===== config.mk =====
export PLATFORM = sky130hd
export DESIGN_NAME = tape_player
export DESIGN_NICKNAME = d
export VERILOG_FILES = /design/src/rtl/tape_player.sv
export SDC_FILE = /design/constraint.sdc
export NUM_CORES = 1
export LEC_CHECK = 0
export CAP_MARGIN = 10
export CORE_ASPECT_RATIO = 1.4
export CORE_MARGIN = 2
export CORE_UTILIZATION = 45
export CTS_BUF_LIST = sky130_fd_sc_hd__clkbuf_4 sky130_fd_sc_hd__clkbuf_8
export CTS_CLUSTER_SIZE = 40
export DETAILED_ROUTE_END_ITERATION = 7
export HOLD_SLACK_MARGIN = 0.08
export PLACE_DENSITY = 0.63
export REMOVE_ABC_BUFFERS = 1
export SYNTH_ARGS = -nofsm -noshare
export SYNTH_HDL_FRONTEND = slang
export SYNTH_SLANG_ARGS = --single-unit

===== constraint.sdc =====
create_clock -name clock -period 6.33 [get_ports clock]
set_input_delay 1.266 -clock clock [delete_from_list [all_inputs] [get_ports clock]]
set_output_delay 1.266 -clock clock [all_outputs]
set_load 0.01 [all_outputs]

===== src/rtl/tape_player.sv =====
// tape_player - cassette playback generator feeding the machine's ear input.
//
// Converts a byte stream into a Lynx-style square-wave tape signal:
// a leader of 0-bit cycles, the sync byte, the data bytes (MSB first)
// and a trailing low gap. Each bit is one cycle of ear=1 for H ticks
// followed by ear=0 for H ticks, with H = HALF1 for a 1 and HALF0 for a 0.
//
// Optional feature macro: TAPE_PLAYER_MOTOR_EN
//   When defined, adds the `motor` input. While motor=0 nothing advances
//   (mid-bit freeze), and IDLE->LEADER also requires motor=1.
//
// Ports:
//   clock     - system clock
//   reset     - synchronous, active-high; aborts any state on the same edge
//   ce        - tick enable; all timing advances only on ce edges
//   play      - level; 1 starts or continues playback
//   byteValid - upstream has a byte on byteData
//   byteData  - data byte
//   byteLast  - byteData is the final byte of the block
//   byteReady - one-clock pulse after the edge on which a byte was taken
//   ear       - tape waveform
//   busy      - high in any state except IDLE
//   underrun  - sticky; DATA wanted a byte and none was valid
//   motor     - (TAPE_PLAYER_MOTOR_EN only) cassette motor enable

module tape_player #(
    parameter int unsigned HALF0  = 12,
    parameter int unsigned HALF1  = 24,
    parameter int unsigned LEADER = 768,
    parameter logic [7:0]  SYNCB  = 8'hA5,
    parameter int unsigned GAP    = 4800,
    parameter int unsigned CW     = 16
) (
    input  logic       clock,
    input  logic       reset,
    input  logic       ce,
`ifdef TAPE_PLAYER_MOTOR_EN
    input  logic       motor,
`endif
    input  logic       play,
    input  logic       byteValid,
    input  logic [7:0] byteData,
    input  logic       byteLast,
    output logic       byteReady,
    output logic       ear,
    output logic       busy,
    output logic       underrun
);

    typedef enum logic [2:0] {
        IDLE,
        LEAD,
        SYNC,
        DATA,
        TAIL
    } state_t;

    localparam logic [CW-1:0] H0_END     = CW'(HALF0 - 1);
    localparam logic [CW-1:0] H1_END     = CW'(HALF1 - 1);
    localparam logic [CW-1:0] LEADER_END = CW'(LEADER - 1);
    localparam logic [CW-1:0] GAP_END    = CW'(GAP - 1);

    state_t        state;
    logic [CW-1:0] tick;       // ticks within the current half (or gap)
    logic [CW-1:0] cyc;        // leader cycle index
    logic          low_half;   // 0 = high half of the bit, 1 = low half
    logic [7:0]    shreg;      // byte being sent (sync or data)
    logic [2:0]    bit_idx;    // index into shreg of the bit being sent
    logic          have_byte;  // DATA: shreg holds a byte still being sent
    logic          last_byte;  // latched byteLast of the byte in shreg
    logic          stop;       // play was seen low during LEAD/SYNC/DATA

    logic          tick_en;
    logic          bit_now;
    logic [CW-1:0] half_end;
    logic          stopping;

`ifdef TAPE_PLAYER_MOTOR_EN
    assign tick_en = ce & motor;
`else
    assign tick_en = ce;
`endif

    assign busy     = (state != IDLE);
    assign stopping = stop | ~play;

    always_comb begin
        bit_now = 1'b0;
        if (state == SYNC || state == DATA)
            bit_now = shreg[bit_idx];
        half_end = bit_now ? H1_END : H0_END;
    end

    always_ff @(posedge clock) begin
        if (reset) begin
            state     <= IDLE;
            tick      <= '0;
            cyc       <= '0;
            low_half  <= 1'b0;
            shreg     <= '0;
            bit_idx   <= '0;
            have_byte <= 1'b0;
            last_byte <= 1'b0;
            stop      <= 1'b0;
            ear       <= 1'b0;
            byteReady <= 1'b0;
            underrun  <= 1'b0;
        end else begin
            byteReady <= 1'b0;
            if (tick_en) begin
                case (state)
                    IDLE: begin
                        if (play) begin
                            state     <= LEAD;
                            ear       <= 1'b1;
                            tick      <= '0;
                            low_half  <= 1'b0;
                            cyc       <= '0;
                            have_byte <= 1'b0;
                            stop      <= 1'b0;
                            underrun  <= 1'b0;
                        end
                    end

                    TAIL: begin
                        if (tick == GAP_END) begin
                            state <= IDLE;
                            tick  <= '0;
                        end else begin
                            tick <= tick + CW'(1);
                        end
                    end

                    LEAD, SYNC, DATA: begin
                        if (!play)
                            stop <= 1'b1;

                        if (state == DATA && !have_byte) begin
                            // Shifter empty: either leave, take a byte, or stall
                            if (stopping) begin
                                state <= TAIL;
                                tick  <= '0;
                                ear   <= 1'b0;
                            end else if (byteValid) begin
                                byteReady <= 1'b1;
                                shreg     <= byteData;
                                last_byte <= byteLast;
                                have_byte <= 1'b1;
                                bit_idx   <= 3'd7;
                                tick      <= '0;
                                low_half  <= 1'b0;
                                ear       <= 1'b1;
                            end else begin
                                underrun <= 1'b1;
                            end
                        end else if (tick != half_end) begin
                            tick <= tick + CW'(1);
                        end else if (!low_half) begin
                            low_half <= 1'b1;
                            tick     <= '0;
                            ear      <= 1'b0;
                        end else begin
                            // Bit cycle complete: next bit starts on this edge
                            tick     <= '0;
                            low_half <= 1'b0;
                            if (stopping) begin
                                state <= TAIL;
                                ear   <= 1'b0;
                            end else begin
                                case (state)
                                    LEAD: begin
                                        ear <= 1'b1;
                                        if (cyc == LEADER_END) begin
                                            state   <= SYNC;
                                            shreg   <= SYNCB;
                                            bit_idx <= 3'd7;
                                        end else begin
                                            cyc <= cyc + CW'(1);
                                        end
                                    end
                                    SYNC: begin
                                        if (bit_idx == 3'd0) begin
                                            state <= DATA;
                                            // Fetch on the same edge so the first data bit has no idle tick
                                            if (byteValid) begin
                                                byteReady <= 1'b1;
                                                shreg     <= byteData;
                                                last_byte <= byteLast;
                                                have_byte <= 1'b1;
                                                bit_idx   <= 3'd7;
                                                ear       <= 1'b1;
                                            end else begin
                                                have_byte <= 1'b0;
                                                underrun  <= 1'b1;
                                                ear       <= 1'b0;
                                            end
                                        end else begin
                                            bit_idx <= bit_idx - 3'd1;
                                            ear     <= 1'b1;
                                        end
                                    end
                                    default: begin // DATA
                                        if (bit_idx != 3'd0) begin
                                            bit_idx <= bit_idx - 3'd1;
                                            ear     <= 1'b1;
                                        end else if (last_byte) begin
                                            state     <= TAIL;
                                            have_byte <= 1'b0;
                                            ear       <= 1'b0;
                                        end else if (byteValid) begin
                                            byteReady <= 1'b1;
                                            shreg     <= byteData;
                                            last_byte <= byteLast;
                                            have_byte <= 1'b1;
                                            bit_idx   <= 3'd7;
                                            ear       <= 1'b1;
                                        end else begin
                                            have_byte <= 1'b0;
                                            underrun  <= 1'b1;
                                            ear       <= 1'b0;
                                        end
                                    end
                                endcase
                            end
                        end
                    end

                    default: state <= IDLE;
                endcase
            end
        end
    end

endmodule

==> flow_metrics.tcl <==
set metrics [dict create \
    ctsRootBufferMaster "clkbuf_8" \
    synth_cell_types 63 \
    max_freq_mhz 300 \
    p_comb_frac 0.142 \
    synth_top_area_frac 0.339 \
    setup_violations 0 \
    p_switching_w 0.000190 \
    yosysTopAreaCell "dfxtp_1" \
    synth_area_per_cell_um2 7.91 \
    gr-usage-met2 0.370 \
    synth_xor_area_frac 0.0699 \
    irDropWorstVdd_mv 0.0827 \
    worst-setup-path-type "in -> reg" \
    maxSlewViolCount 0 \
    grt_max_degree 25 \
    cp_slowest_cell "clkdlybuf4s50_1" \
    initial_utilization 0.458 \
    finClkSkew_ps 5.06 \
    max_stage_delay_ps 630 \
    worstHoldPathType "reg -> reg" \
    p_clk_frac 0.320 \
    gp_congestion 0.868 \
    syn_inst 396 \
    p_leak_nw 1.13 \
    status "complete, no violations" \
    cts_setup_buffers 0 \
    critPathLaunchType "input port" \
    relSlewSlack 0.344 \
    ctsHoldBuffers 0 \
    hold_start "shreg[1]" \
    ys_top_cells_by_area "dfxtp_1, nor2_1, xor2_1, a21oi_1, nand2_1" \
    cp.required_ps 6570 \
    routed_wl_um 7660 \
    clk_pin_slew_ps 110 \
    yosys-top-cells-count "dfxtp_1, nor2_1, nand2_1" \
    drt_iter0_drc 240 \
    synth_edf_count 0 \
    grt-busiest-layer "met2" \
    portBuffers 17 \
    cts_tree "built" \
    cts_buffers 5 \
    final_hold_viol_count 0 \
    startpoint "ce" \
    endpoint_kind "flip-flop" \
    syn_area_um2 3130 \
    grt_pass1_wl_um 12800 \
    synthToLayoutAreaGrowth_pct 10.4 \
    vias 2934 \
    drc 0 \
    async_flop_share 0 \
    power.density_nw_per_um2 187 \
    r2r-start "state[0]" \
    crit_chain "clkdlybuf4s50_1 -> nor2b_1 -> nand4_1 -> nor4b_2 -> buf_4 -> o2111ai_1 -> or3_1 -> a21oi_1" \
    drt_pass1_iterations 5 \
    met3_usage 0.0283 \
    yosys_most_used_dff "dfxtp_1" \
    synth_compound_area_frac 0.202 \
    cts_max_path_buffers 2 \
    pwr-share-seq 0.537 \
    maxCapViolCount 0 \
    worst_pin_slew_ps 978 \
    critPathMaxFanout 14 \
    ys_seq_area_frac 0.339 \
    htree_levels 2 \
    overflow 0 \
    ioPinCount 18 \
    die_w_um 74.5 \
    routedWlPerCell_um 15.4 \
    drive_gt1_frac 0.0672 \
    antenna_found_initial 0 \
    use_met1 0.243 \
    cts_resized 0 \
    period_needed_ps 3340 \
    fin_nets 419 \
    coreArea_um2 6850 \
    antenna_cells 0 \
    internal_power_w 0.000456 \
    finalCritPeriodShare 0.527 \
    hpwl_um 5520 \
    rows 36 \
    synthSimpleGateAreaFrac 0.297 \
    muxShareOfSynthArea 0.0292 \
    die-area_um2 7660 \
    layout_setup_ws_ps 2990 \
    hold_ws_ps 486 \
    synth-seq-cells 53 \
    worst_skew_pair.late_latency_ps 310 \
    drtAntennaViolNets 0 \
    arrival_ps 3580 \
    viasPerCell 5.90 \
    place_ws_ps 2700 \
    yosysWarnings 0 \
    fp.dieH_um 103 \
    p_sw_frac 0.294 \
    synth_top_family_by_area "simple AND/OR/NAND/NOR gates" \
    cts_sinks 53 \
    rsz0062_at_grt "false" \
    grt_pass1_vias 2828 \
    synthAdderAreaFrac 0.0192 \
    finalSetupTns_ps 0 \
    grtUsageTotal 0.210 \
]
==> layout make-up <==
type	count	area, um^2
Sequential cell	53	1060
Tap cell	95	119
Inverter	11	41.3
Multi-Input combinational cell	309	1940
Clock buffer	5	68.8
Clock inverter	3	26.3
Timing Repair Buffer	21	200
Fill cell	704	3390
==> flip-flops by register name (all words and copies together), names as in the netlist <==
register   flops
underrun       1
state          3
last_byte      1
stop           1
byteReady      1
bit_idx        3
low_half       1
tick          16
have_byte      1
ear            1
shreg          8
cyc           16
==> worst max-delay path: cells and delay by family <==
| family | cells | cell delay, ps |
|---|---|---|
| AO/OA/AOI/OAI | 2 | 310 |
| buffers and inverters | 2 | 860 |
| AND/OR/NAND/NOR | 4 | 1140 |
==> power by group through the flow <==
stage	Clock (W)	Sequential, W	Combinational (W)
4_1_cts	0.000214	0.000347	0.0000910
5_1_grt	0.000226	0.000348	0.000102
6_report	0.000207	0.000347	0.0000919
3_3_place_gp	0	0.000355	0.0000898
2_1_floorplan	0	0.000353	0.0000570
3_5_place_dp	0	0.000354	0.0000903
==> cells in the final DEF (no fill, tap or decap), types with 10 or more instances in the layout <==
cell type / n
dfxtp_1: 53
nand3_1: 15
clkdlybuf4s50_1: 17
a21oi_1: 25
nor2_1: 53
o21ai_0: 23
nand2_1: 33
inv_1: 11
xor2_1: 19
nand4_1: 10
==> cells by family (layout without fill, tap and decap cells) <==
group                    count (synthesis)  after routing
AO/OA/AOI/OAI                           93             93
AND/OR/NAND/NOR                        177            177
flip-flops                              53             53
adder cells (fa/ha/maj)                  5              5
multiplexers                             9              9
buffers and inverters                   34             40
XOR/XNOR                                25             25
==> routing by layer <==
layer  wire [um]  vias to the layer above
met5           0                        -
met4         302                        0
met3         267                       25
met2        3800                       78
met1        3300                     1379
li1            -                     1452
==> through the flow <==
stage	utilization	total power [W]	cell area, um^2	std cells
after CTS	0.505	0.000652	3460	497
after detailed placement	0.491	0.000445	3360	489
after global placement	0.491	0.000444	3360	489
after global routing	0.505	0.000676	3460	497
final	0.505	0.000646	3460	497
after floorplan	-	0.000410	3040	373
==> worst paths after layout <==
kind,endpoint,slack (ps),cells past startpoint
worst max-delay path,cyc[11],2990,8
worst min-delay path,shreg[1],490,2
worst max register to register,tick[1],3350,6
worst min register to register,shreg[1],490,2
Note: power is estimated with default switching activity, not from simulation.
